### src/rtl/spi_adc_sampler.sv
// SPI master for serial ADCs: frames CS/SCL, shifts in FRAME_W bits MSB-first, reports a DATA_W field.
// Define SPI_ADC_AVG_EN to average 2^AVG_LOG2 consecutive samples before reporting.
module spi_adc_sampler #(
    parameter int FRAME_W    = 16,
    parameter int DATA_W     = 8,
    parameter int DATA_LSB   = 4,
    parameter int CLK_DIV    = 4,
    parameter int CS_SETUP   = 2,
    parameter int GAP_CYCLES = 16
`ifdef SPI_ADC_AVG_EN
    ,
    parameter int AVG_LOG2   = 2
`endif
) (
    input  logic               clk,
    input  logic               rst,
    input  logic               en,
    input  logic               mode,
    input  logic               start,
    input  logic               sdo,
    output logic               scl,
    output logic               cs,
    output logic [DATA_W-1:0]  sample,
    output logic               sample_valid,
    output logic [FRAME_W-1:0] raw,
    output logic               busy
);

    localparam int MAX_A   = (CLK_DIV > CS_SETUP) ? CLK_DIV : CS_SETUP;
    localparam int CNT_MAX = (MAX_A > GAP_CYCLES) ? MAX_A : GAP_CYCLES;
    localparam int CNT_W   = (CNT_MAX > 1) ? $clog2(CNT_MAX) : 1;
    localparam int BIT_W   = $clog2(FRAME_W + 1);

    localparam logic [CNT_W-1:0] SETUP_LAST = CNT_W'(CS_SETUP - 1);
    localparam logic [CNT_W-1:0] DIV_LAST   = CNT_W'(CLK_DIV - 1);
    localparam logic [CNT_W-1:0] GAP_LAST   = CNT_W'(GAP_CYCLES - 1);
    localparam logic [BIT_W-1:0] BIT_LAST   = BIT_W'(FRAME_W);

    typedef enum logic [2:0] {
        S_IDLE,
        S_SETUP,
        S_SHIFT,
        S_HOLD,
        S_GAP
    } state_t;

    state_t             state_q, state_d;
    logic [CNT_W-1:0]   cnt_q, cnt_d;
    logic [BIT_W-1:0]   bit_cnt_q, bit_cnt_d;
    logic               scl_q, scl_d;
    logic [FRAME_W-1:0] shift_q, shift_d;
    logic [FRAME_W-1:0] raw_q, raw_d;
    logic [DATA_W-1:0]  sample_q, sample_d;
    logic               valid_q, valid_d;
    logic [DATA_W-1:0]  field;

    assign field = shift_q[DATA_LSB +: DATA_W];

`ifdef SPI_ADC_AVG_EN
    localparam int ACC_W = DATA_W + AVG_LOG2;

    logic [ACC_W-1:0]    acc_q, acc_d;
    logic [AVG_LOG2-1:0] avg_cnt_q, avg_cnt_d;
    logic [ACC_W-1:0]    acc_sum;

    assign acc_sum = acc_q + ACC_W'(field);
`endif

    always_comb begin
        // NOTE: every next-state signal gets a default here so no path leaves one unassigned (no latches).
        state_d   = state_q;
        cnt_d     = cnt_q + CNT_W'(1);
        bit_cnt_d = bit_cnt_q;
        scl_d     = scl_q;
        shift_d   = shift_q;
        raw_d     = raw_q;
        sample_d  = sample_q;
        valid_d   = 1'b0;
`ifdef SPI_ADC_AVG_EN
        acc_d     = acc_q;
        avg_cnt_d = avg_cnt_q;
`endif
        case (state_q)
            S_IDLE: begin
                cnt_d = '0;
                if (en && (mode || start)) begin
                    state_d   = S_SETUP;
                    bit_cnt_d = '0;
`ifdef SPI_ADC_AVG_EN
                    acc_d     = '0;
                    avg_cnt_d = '0;
`endif
                end
            end
            S_SETUP: begin
                if (cnt_q == SETUP_LAST) begin
                    state_d = S_SHIFT;
                    cnt_d   = '0;
                    scl_d   = 1'b0;
                end
            end
            S_SHIFT: begin
                if (cnt_q == DIV_LAST) begin
                    cnt_d = '0;
                    if (!scl_q) begin
                        // Capture on the rising SCL edge; the ADC changes sdo on the falling one.
                        scl_d     = 1'b1;
                        shift_d   = {shift_q[FRAME_W-2:0], sdo};
                        bit_cnt_d = bit_cnt_q + BIT_W'(1);
                    end else if (bit_cnt_q == BIT_LAST) begin
                        state_d = S_HOLD;
                    end else begin
                        scl_d = 1'b0;
                    end
                end
            end
            S_HOLD: begin
                if (cnt_q == DIV_LAST) begin
                    state_d = S_GAP;
                    cnt_d   = '0;
                    raw_d   = shift_q;
`ifdef SPI_ADC_AVG_EN
                    if (avg_cnt_q == '1) begin
                        sample_d  = acc_sum[AVG_LOG2 +: DATA_W];
                        valid_d   = 1'b1;
                        acc_d     = '0;
                        avg_cnt_d = '0;
                    end else begin
                        acc_d     = acc_sum;
                        avg_cnt_d = avg_cnt_q + AVG_LOG2'(1);
                    end
`else
                    sample_d = field;
                    valid_d  = 1'b1;
`endif
                end
            end
            S_GAP: begin
                if (cnt_q == GAP_LAST) begin
                    cnt_d     = '0;
                    bit_cnt_d = '0;
                    state_d   = (mode && en) ? S_SETUP : S_IDLE;
                end
            end
            default: state_d = S_IDLE;
        endcase
    end

    always_ff @(posedge clk) begin
        // NOTE: state registers use non-blocking assignments so all flops update together at the edge.
        if (rst) begin
            state_q   <= S_IDLE;
            cnt_q     <= '0;
            bit_cnt_q <= '0;
            scl_q     <= 1'b1;
            shift_q   <= '0;
            raw_q     <= '0;
            sample_q  <= '0;
            valid_q   <= 1'b0;
`ifdef SPI_ADC_AVG_EN
            acc_q     <= '0;
            avg_cnt_q <= '0;
`endif
        end else begin
            state_q   <= state_d;
            cnt_q     <= cnt_d;
            bit_cnt_q <= bit_cnt_d;
            scl_q     <= scl_d;
            shift_q   <= shift_d;
            raw_q     <= raw_d;
            sample_q  <= sample_d;
            valid_q   <= valid_d;
`ifdef SPI_ADC_AVG_EN
            acc_q     <= acc_d;
            avg_cnt_q <= avg_cnt_d;
`endif
        end
    end

    assign cs           = !(state_q inside {S_SETUP, S_SHIFT, S_HOLD});
    assign busy         = (state_q != S_IDLE);
    assign scl          = scl_q;
    assign sample       = sample_q;
    assign sample_valid = valid_q;
    assign raw          = raw_q;

endmodule

### config.mk
export PLATFORM = sky130hd
export DESIGN_NAME = spi_adc_sampler
export DESIGN_NICKNAME = d
export VERILOG_FILES = /design/src/rtl/spi_adc_sampler.sv
export SDC_FILE = /design/constraint.sdc
export NUM_CORES = 1
export LEC_CHECK = 0
export CAP_MARGIN = 10
export CORE_ASPECT_RATIO = 1.5
export CORE_MARGIN = 5
export CORE_UTILIZATION = 56
export CTS_CLUSTER_SIZE = 28
export DETAILED_ROUTE_END_ITERATION = 6
export HOLD_SLACK_MARGIN = 0.15
export PLACE_DENSITY = 0.86
export SYNTH_ARGS = -nofsm -noshare
export SYNTH_HDL_FRONTEND = slang
export SYNTH_SLANG_ARGS = --single-unit
### constraint.sdc
create_clock -name clk -period 5 [get_ports clk]
set_input_delay 1 -clock clk [delete_from_list [all_inputs] [get_ports clk]]
set_output_delay 1 -clock clk [all_outputs]
set_load 0.02 [all_outputs]
Word level (Yosys, flattened, before mapping)
Cells that the tools add are included.
{"block": "word_totals", "register_bits": 54, "latch_bits": 0, "ramBits": 0, "rom_bits": 0, "output_inout_bits": 28, "memories": 0}
{"block": "op_classes", "add_sub_neg": 2, "multipliers": 0, "div": 0, "magnitude_cmp": 0, "eq_ne": 16, "n_shift": 0, "mux": 24, "n_bitwise": 2, "reduce_logical": 16}
{"op": "$mux 3", "count": 7}
{"op": "$mux 5", "count": 4}
{"op": "$ne 2x2->1 const B", "count": 8}
{"op": "$pmux 4 s4", "count": 1}
{"op": "$pmux 3 s5", "count": 1}
{"op": "$pmux 5 s3", "count": 1}
{"op": "$mux 4", "count": 3}
{"op": "$reduce_bool 3->1", "count": 3}
{"op": "$reduce_and 7->1", "count": 1}
{"op": "$eq 3x2->1 const B", "count": 2}
{"op": "$mux 1", "count": 6}
{"op": "$reduce_and 3->1", "count": 2}
{"op": "$add 5x1->5 const B", "count": 1}
{"op": "$eq 5x5->1 const B", "count": 1}
{"op": "$reduce_and 5->1", "count": 1}
{"op": "$add 4x1->4 const B", "count": 1}
{"op": "$eq 4x1->1 const B", "count": 1}
{"op": "$eq 4x2->1 const B", "count": 1}
{"op": "$eq 4x4->1 const B", "count": 1}
{"op": "$reduce_or 2->1", "count": 2}
{"op": "$eq 3x1->1 const B", "count": 1}
{"op": "$eq 3x3->1 const B", "count": 1}
{"op": "$logic_not 3->1", "count": 1}
{"op": "$logic_and 1x1->1", "count": 2}
{"op": "other kinds (6)", "count": 7}

Depth between registers and ports, before layout
Gate-level depths: netlist of run 1.
{"block": "depth", "ltp_word": 5, "ltp_mapped": 7, "mapped_depth_nobuf": 6}

Worst setup path before layout of run 1
No wires, ideal clock.
{"block": "synth_path", "kind": "reg2out", "start": "reg state_q[1]", "end": "out cs", "t_arrival_ns": 1.047, "required_ns": 4.000, "slack_ns": 2.953, "path_stages_with_launch": 4, "n_path_buf": 1, "path_cell_list": "dfxtp_1 clkbuf_1 nor2_1 or2_2"}
{"block": "synth_via", "elab_chain_cells": 3, "word_cells_on_any_way": 5}
{"item": "from (decl)", "line": "47", "rtl": "state_t state_q, state_d;"}
{"item": "from (signal assigned)", "line": "165", "rtl": "state_q <= state_d;"}
{"item": "$eq 3x1->1 or $eq 3x2->1 (tied branches)", "line": "180", "rtl": "assign cs = !(state_q inside {S_SETUP, S_SHIFT, S_HOLD});"}
{"item": "$reduce_bool 3->1 *", "line": "180"}
{"item": "$logic_not 1->1 *", "line": "180"}
{"item": "to (decl)", "line": "22", "rtl": "output logic cs,"}
Mark *: on every way between the ends. The rest lies on a longest branch, timed or not.

Final worst setup path of run 1
{"block": "layout_path", "start": "reg state_q[0]", "end": "out cs"}
Same word-level chain as after synthesis.

==> results of run 1 <==
[area by class of cell]
class / instances / area share
clock buffers: 6 / 0.0301
clock inverters: 2 / 0.0156
inverters: 4 / 0.00622
multi-input cells: 177 / 0.404
flip-flops and latches: 46 / 0.382
well taps: 43 / 0.0223
repair buffers: 34 / 0.140
[state kept, by name, indices dropped and copies added, names as in the netlist]
signal        flops
sample_valid      1
bit_cnt_q         5
shift_q          16
raw              16
cnt_q             4
state_q           3
scl               1
[worst max-delay path, delay by kind of cell (launching register included)]
kind	cells	cell delay, ns
flops	1	0.65
buf+inv	1	0.54
simple gates	2	0.45
[synthesized netlist by cell type (2+ instances only)]
master	instances	area, sq um
or4_1	2	15.0
nor4_1	2	12.5
and3_1	3	18.8
ha_1	4	50.1
a211oi_1	2	15.0
dfxtp_1	46	921
buf_2	2	10.0
or2_2	4	25.0
a21oi_1	37	185
o22ai_1	2	12.5
nand3b_1	4	30.0
nand3_1	10	50.1
nand2_1	69	259
or3b_2	4	35.0
xnor2_1	2	17.5
nor2_1	3	11.3
nor3_1	3	15.0
nor2b_1	4	25.0
inv_1	4	15.0
buf_4	8	60.1
o31ai_1	2	15.0
clkbuf_1	14	52.6
nor3b_1	2	15.0
mux2i_1	4	40.0
[final timing paths]
check,start,end,slack [ns]
hold reg to reg,shift_q[15],shift_q[15],0.46
hold / removal,shift_q[15],shift_q[15],0.46
setup / recovery,state_q[0],cs,2.07
setup reg to reg,cnt_q[0],shift_q[15],2.64
[layer usage]
metal  vias up  wire (microns)  track usage
met2        45            2190        0.310
met4         0             137        0.115
met1       819            1760        0.223
li1        879               -            -
met3        11             220       0.0464
met5         -               0            0
[logic make-up after synthesis]
family,count (synthesis),synth area share
fa+ha+maj,4,0.0245
flops,46,0.450
mux,4,0.0196
simple gates,117,0.281
xor+xnor,2,0.00857
buf+inv,29,0.0728
compound gates,50,0.143
[through the flow]
step                worst slack (ns)  total power, mW
floorplan                       2.95            0.546
global placement                2.39            0.590
detailed placement              2.34            0.595
CTS                             2.08            0.864
global route                    1.98            0.904
finish                          2.07            0.859
[where the power goes]
part | internal, mW | leakage, nW | total, mW | switching, mW
registers | 0.381 | 0.371 | 0.413 | 0.0321
clock network | 0.149 | 0.0514 | 0.272 | 0.123
logic | 0.0841 | 0.377 | 0.174 | 0.0899
total | 0.615 | 0.800 | 0.859 | 0.245
==> impl_metrics.csv, run 1 <==
group,metric,value,unit
power,p_per_area,356,mW/mm^2
final_layout,fill_cells,286,
sta,min_period,2.93,ns
final_layout,n_antenna_cell,0,
yosys,synth_edf_count,0,
yosys,syn_nets,262,
worst_setup_path,r2r_cells,5,
yosys,yosys_most_used_dff,"dfxtp_1",
floorplan,dieArea,0.00498,sq mm
sta,holdWs,0.459,ns
route,vias_per_cell,5.62,
worst_setup_path,crit_path_max_fanout,20,
sta,max_freq,341,MHz
route,drt_iter0_drc,110,
sta,rsz0062_at_grt,"no",
floorplan,start_util,0.566,
sta,relSlewSlack,0.315,
placed_design,hpwl,2950,microns
route,route.antenna.remaining_nets,0,
worst_setup_path,path_cells,"nor2_1, or2_2, clkdlybuf4s50_1",
yosys,synth_cell_type_count,39,
worst_setup_path,critPathKind,"flip-flop to output pin",
clocking,postCtsHoldBufs,0,
worst_setup_path,worstPathArrival,1.93,ns
global_route,grt_use_total,0.193,
final_layout,layout.nets,278,
global_route,grt_max_degree,40,
clocking,clockBufferDepth,2,
yosys,synth_area,0.00204,sq mm
worst_setup_path,critPathCaptureType,"output pin",
clocking,clockRootBuffer,"clkbuf_8",
worst_setup_path,slowest_stage,"dfxtp_1",
placed_design,io_buffers,33,
final_layout,post-route-util,0.667,
power,peakVddDrop,0.000305,V
clocking,htreeDepth,2,
global_route,overflow,0,
sta,setup_viol,0,
route,num_vias,1754,
final_layout,layout-drive-gt1-share,0.0669,
worst_setup_path,cp-start-kind,"flip-flop",
route,totalWireLength,4310,microns
floorplan,placementRows,27,
sta,fin_crit_sh,0.586,
yosys,yosysSeqAreaShare,0.450,
global_route,grt_pass1_vias,1726,
placed_design,dp_cells,304,
flow_run,max_cap_viol_count,0,
floorplan,io_pins,34,
yosys,syn-mean-instance-area,8.11,sq um
clocking,cts_sinks,46,
power,p_leak,0.800,nW
sta,fin_setup_tns,0,ns
final_layout,seq_area,921,sq um
yosys,synth-warning-count,0,
global_route,antenna_found_initial,0,
route,drt-pass1-iter-count,4,
final_layout,multi_input_area,975,sq um
final_layout,syn2layout_area_growth,18.0,%
final_layout,final_area,0.00241,sq mm
clocking,cts_setup_buffers,0,
outcome,status,"finished, final reports clean",
clocking,cts_tree,"yes",
placed_design,gp_congestion,0.859,
floorplan,die_w,59.3,microns
floorplan,chipHeight,84,microns
route,wl_per_cell,13.8,microns
sta,worst_slew_pin_slew,1.02,ns
final_layout,final_cells,312,
clocking,clk_pin_slew,0.09,ns
yosys,ys_seq_elements,46,
sta,hold_viol,0,
yosys,ys_async_sr_fraction,0,
placed_design,place_area,0.00230,sq mm
hold_path,hold_depth,2,
clocking,ctsResizeCount,0,
final_layout,final_cell_mix,"69 x nand2_1, 46 x dfxtp_1, 37 x a21oi_1",
sta,drv_slew,0,
clocking,clkLatencyLatePin,0.30,ns
floorplan,core,0.00361,sq mm
hold_path,holdCritPathClass,"flip-flop to flip-flop",
yosys,syn_inst,252,
worst_setup_path,max_stage_delay,0.65,ns
clocking,numCtsBuffers,5,
worst_setup_path,required,4.00,ns
global_route,grt_pass1_wl,7600,microns
sta,finalClockSkew,0.00930,ns
route,drc,0,
final_layout,final_common_cell,"nand2_1",
(Power assumes the default switching activity.)
==> run 2: changes to the inputs <==
Settings changed: CORE_UTILIZATION 56 to 47, PLACE_DENSITY 0.86 to 0.78.
Clock period 5 ns to 2.5 ns, I/O delays scaled along.
==> impl_metrics.csv, run 2 (synthesis gave the netlist of run 1 again) <==
group,metric,value,unit
outcome,status,"finished, final reports clean",
sta,fin_setup_tns,0,ns
final_layout,final_cells,317,
clocking,clockRootBuffer,"clkbuf_8",
sta,timing.final.ws_setup,0.158,ns
final_layout,layout-drive-gt1-share,0.0775,
power,p_leak,0.807,nW
route,totalWireLength,4030,microns
clocking,cts_tree,"yes",
final_layout,layout.nets,281,
power,power_frac_clock,0.262,
route,drt-pass1-iter-count,4,
route,wl_per_cell,12.7,microns
global_route,grt_max_degree,39,
route,num_vias,1734,
clocking,clkLatencyLatePin,0.29,ns
hold_path,holdCritPathClass,"flip-flop to flip-flop",
route,drt_iter0_drc,43,
worst_setup_path,worstPathArrival,1.84,ns
global_route,grt_pass1_wl,6820,microns
power,switching_share,0.301,
placed_design,io_buffers,33,
sta,drv_slew,0,
floorplan,start_util,0.486,
worst_setup_path,critPathBufInv,1,
worst_setup_path,crit_path_max_fanout,15,
floorplan,placementRows,29,
final_layout,n_antenna_cell,0,
power,p_total,1.61,mW
global_route,grt_pass1_vias,1599,
clocking,postCtsHoldBufs,0,
sta,finalClockSkew,0.00614,ns
worst_setup_path,path_cells,"nor2_1, or2_2, clkdlybuf4s50_1",
placed_design,dp_cells,310,
sta,relSlewSlack,0.602,
sta,min_period,2.34,ns
final_layout,final_common_cell,"nand2_1",
worst_setup_path,cp-start-kind,"flip-flop",
clocking,cts_setup_buffers,0,
floorplan,io_pins,34,
worst_setup_path,critPathCaptureType,"output pin",
sta,worst_slew_pin_slew,0.597,ns
worst_setup_path,max_stage_delay,0.57,ns
route,vias_per_cell,5.47,
global_route,overflow,0,
worst_setup_path,required,2.00,ns
sta,max_freq,427,MHz
clocking,numCtsBuffers,5,
clocking,cts_sinks,46,
final_layout,final_cell_mix,"69 x nand2_1, 46 x dfxtp_1, 37 x a21oi_1",
sta,rsz0062_at_grt,"no",
worst_setup_path,slowest_stage,"dfxtp_1",
clocking,clockBufferDepth,2,
floorplan,core,0.00421,sq mm
power,p_comb_frac,0.231,
power,peakVddDrop,0.000609,V
placed_design,hpwl,2800,microns
worst_setup_path,critPathKind,"flip-flop to output pin",
placed_design,gp_congestion,0.854,
global_route,antenna_found_initial,0,
final_layout,syn2layout_area_growth,17.7,%
power,p_seq_frac,0.508,
sta,hold_viol,0,
power,p_per_area,669,mW/mm^2
sta,holdWs,0.456,ns
power,p_sw,0.484,mW
sta,setup_viol,0,
worst_setup_path,cp_top_family,"flip-flops",
clocking,htreeDepth,2,
sta,fin_crit_sh,0.937,
flow_run,max_cap_viol_count,0,
final_layout,fill_cells,403,
global_route,grt_use_total,0.141,
floorplan,dieArea,0.00580,sq mm
floorplan,chipHeight,90.8,microns
placed_design,dp_slack,0.447,ns
power,p_int,1.13,mW
route,route.antenna.remaining_nets,0,
floorplan,die_w,63.9,microns
route,drc,0,
clocking,clk_pin_slew,0.08,ns
clocking,ctsResizeCount,0,
-- run 2: cell types whose count changed in the layout (fill, tap and decap cells not counted) --
| cell | previous run | this run |
|---|---|---|
| clkinvlp_4 | 1 | 0 |
| clkbuf_1 | 1 | 0 |
| bufinv_16 | 1 | 0 |
| buf_4 | 1 | 4 |
| clkinv_2 | 0 | 2 |
-- run 2: worst register-to-register path: stages (launching register included) --
cell and delay [ns]:
dfxtp_1 0.38, ha_1 0.30, or4b_4 0.51, o21a_4 0.23
or4_1 0.46, a21oi_1 0.14
-- run 2: path summary, 6_finish.rpt --
check                           startpoint      endpoint  slack, ns  cells after the start
worst min-delay path                raw[1]        raw[1]       0.46                      2
worst min register to register      raw[1]        raw[1]       0.46                      2
worst max-delay path            state_q[1]            cs       0.16                      3
worst max register to register    cnt_q[0]  bit_cnt_q[4]       0.41                      5
-- run 2: through the flow --
stage / util / area [sq um]
after floorplan: - / 2040
after global placement: 0.553 / 2330
after detailed placement: 0.553 / 2330
after CTS: 0.572 / 2410
after global routing: 0.572 / 2410
final: 0.572 / 2410
-- run 2: cell type report --
type	instances	area, sq um	area share
inverters	4	15.0	0.00624
multi-input cells	177	975	0.405
repair buffers	37	360	0.150
clock buffers	5	68.8	0.0286
well taps	46	57.6	0.0239
clock inverters	2	10.0	0.00416
flip-flops and latches	46	921	0.383
-- run 2: power by group through the flow --
stage / Clock [mW] / Sequential (mW) / Combinational (mW)
2_1_floorplan: 0 / 0.804 / 0.288
5_1_grt: 0.468 / 0.827 / 0.409
3_3_place_gp: 0 / 0.831 / 0.363
4_1_cts: 0.436 / 0.816 / 0.371
3_5_place_dp: 0 / 0.833 / 0.367
6_report: 0.421 / 0.818 / 0.371
-- run 2: layer usage --
metal / wire length (microns) / part of all wire / global-route usage
met1: 1800 / 0.45 / 0.161
met2: 2030 / 0.50 / 0.252
met3: 156 / 0.039 / 0.0311
met4: 42 / 0.010 / 0.0485
met5: 0 / 0 / 0
==> run 3: changes to the inputs <==
Settings changed: CTS_CLUSTER_DIAMETER set to 40, GPL_TIMING_DRIVEN set to 0, REMOVE_ABC_BUFFERS set to 1.
==> impl_metrics.csv, run 3 (synthesis gave the netlist of run 1 again) <==
group,metric,value,unit
final_layout,post-route-util,0.575,
hold_path,hold_path.startpoint,"raw[15]",
clocking,numCtsBuffers,5,
sta,fin_setup_tns,0,ns
sta,min_period,2.39,ns
sta,worst_slew_pin_slew,0.778,ns
worst_setup_path,rrSetupSlack,0.41,ns
sta,fin_crit_sh,0.955,
sta,finalClockSkew,0.0120,ns
worst_setup_path,critPathCaptureType,"output pin",
route,wl_per_cell,12.5,microns
worst_setup_path,crit_path_max_fanout,15,
sta,max_freq,419,MHz
worst_setup_path,critPathKind,"flip-flop to output pin",
placed_design,dp_cells,307,
power,power_frac_clock,0.272,
clocking,clockRootBuffer,"clkbuf_8",
global_route,grt_pass1_vias,1613,
global_route,overflow,0,
power,p_total,1.64,mW
route,vias_per_cell,5.43,
power,switching_share,0.310,
floorplan,placementRows,29,
sta,relSlewSlack,0.480,
final_layout,layout-drive-gt1-share,0.0781,
route,route.antenna.remaining_nets,0,
worst_setup_path,required,2.00,ns
outcome,status,"finished, final reports clean",
flow_run,max_cap_viol_count,0,
route,drc,0,
placed_design,hpwl,2710,microns
floorplan,core,0.00421,sq mm
clocking,clkLatencyLatePin,0.30,ns
worst_setup_path,reg2reg_from,"cnt_q[0]",
global_route,grt_max_degree,21,
floorplan,dieArea,0.00580,sq mm
power,p_sw,0.508,mW
sta,setup_viol,0,
power,p_comb_frac,0.220,
global_route,grt_use_total,0.143,
power,peakVddDrop,0.000484,V
final_layout,syn2layout_area_growth,18.4,%
power,p_leak,0.801,nW
floorplan,start_util,0.486,
final_layout,n_antenna_cell,0,
sta,drv_slew,0,
clocking,cts_tree,"yes",
final_layout,seq_area,922,sq um
placed_design,gp_congestion,0.813,
power,p_int,1.13,mW
power,p_seq_frac,0.508,
hold_path,holdCritPathClass,"flip-flop to flip-flop",
worst_setup_path,cp-start-kind,"flip-flop",
route,totalWireLength,3950,microns
final_layout,fill_cells,425,
worst_setup_path,worstPathArrival,1.89,ns
floorplan,die_w,63.9,microns
final_layout,layout.nets,278,
final_layout,multi_input_area,977,sq um
route,drt_iter0_drc,38,
sta,hold_viol,0,
worst_setup_path,setup.worst_path.start,"state_q[1]",
floorplan,io_pins,34,
clocking,clk_pin_slew,0.08,ns
placed_design,io_buffers,33,
sta,holdWs,0.456,ns
final_layout,final_common_cell,"nand2_1",
power,p_per_area,677,mW/mm^2
sta,rsz0062_at_grt,"no",
floorplan,chipHeight,90.8,microns
route,num_vias,1711,
global_route,grt_pass1_wl,6920,microns
clocking,htreeDepth,2,
clocking,clockBufferDepth,2,
clocking,cts_sinks,46,
final_layout,final_cells,315,
route,drt-pass1-iter-count,4,
global_route,antenna_found_initial,0,
clocking,postCtsHoldBufs,0,
final_layout,final_cell_mix,"69 x nand2_1, 45 x dfxtp_1, 37 x a21oi_1",
## run 3: per-layer routing
metal  wire [microns]  GRT usage  up-vias
li1                 -          -      880
met1             1700      0.154      785
met2             1970      0.248       35
met3              181     0.0336       11
met4               97     0.0797        0
met5                0          0        -
## run 3: worst paths after layout
path,to,depth (start not counted)
min,raw[15],2
max,cs,3
max reg2reg,bit_cnt_q[4],5
min reg2reg,raw[15],2
## run 3: critical path, stage by stage (launching register included)
cell and delay, ns:
dfxtp_1 0.60, nor2_1 0.16, or2_2 0.30, clkdlybuf4s50_1 0.54
## run 3: stage by stage
| stage | worst slack (ns) | cell area [sq um] |
|---|---|---|
| floorplan | 0.551 | 1910 |
| global placement | -0.388 | 2300 |
| detailed placement | -0.0949 | 2330 |
| CTS | 0.120 | 2420 |
| global route | 0.00930 | 2420 |
| finish | 0.112 | 2420 |
## run 3: area by class of cell
type                       instances  share of cell area
clock buffer                       5              0.0284
clock inverter                     3             0.00879
inverter                           4             0.00620
multi-input combinational        177               0.404
sequential                        46               0.381
tap                               46              0.0238
timing repair buffer              34               0.148
## run 3: repair_timing
item | CTS | global route
setup endpoints to repair | 1 | 16
setup buffers | 0 | 0
gates resized for setup | 1 | 1
pin swaps | 0 | 0
## run 3: power by group through the flow
| stage | logic (mW) | registers (mW) | clock network [mW] |
|---|---|---|---|
| 2_1_floorplan | 0.244 | 0.830 | 0 |
| 3_3_place_gp | 0.345 | 0.843 | 0 |
| 3_5_place_dp | 0.355 | 0.845 | 0 |
| 4_1_cts | 0.360 | 0.831 | 0.464 |
| 5_1_grt | 0.405 | 0.840 | 0.492 |
| 6_report | 0.360 | 0.833 | 0.446 |
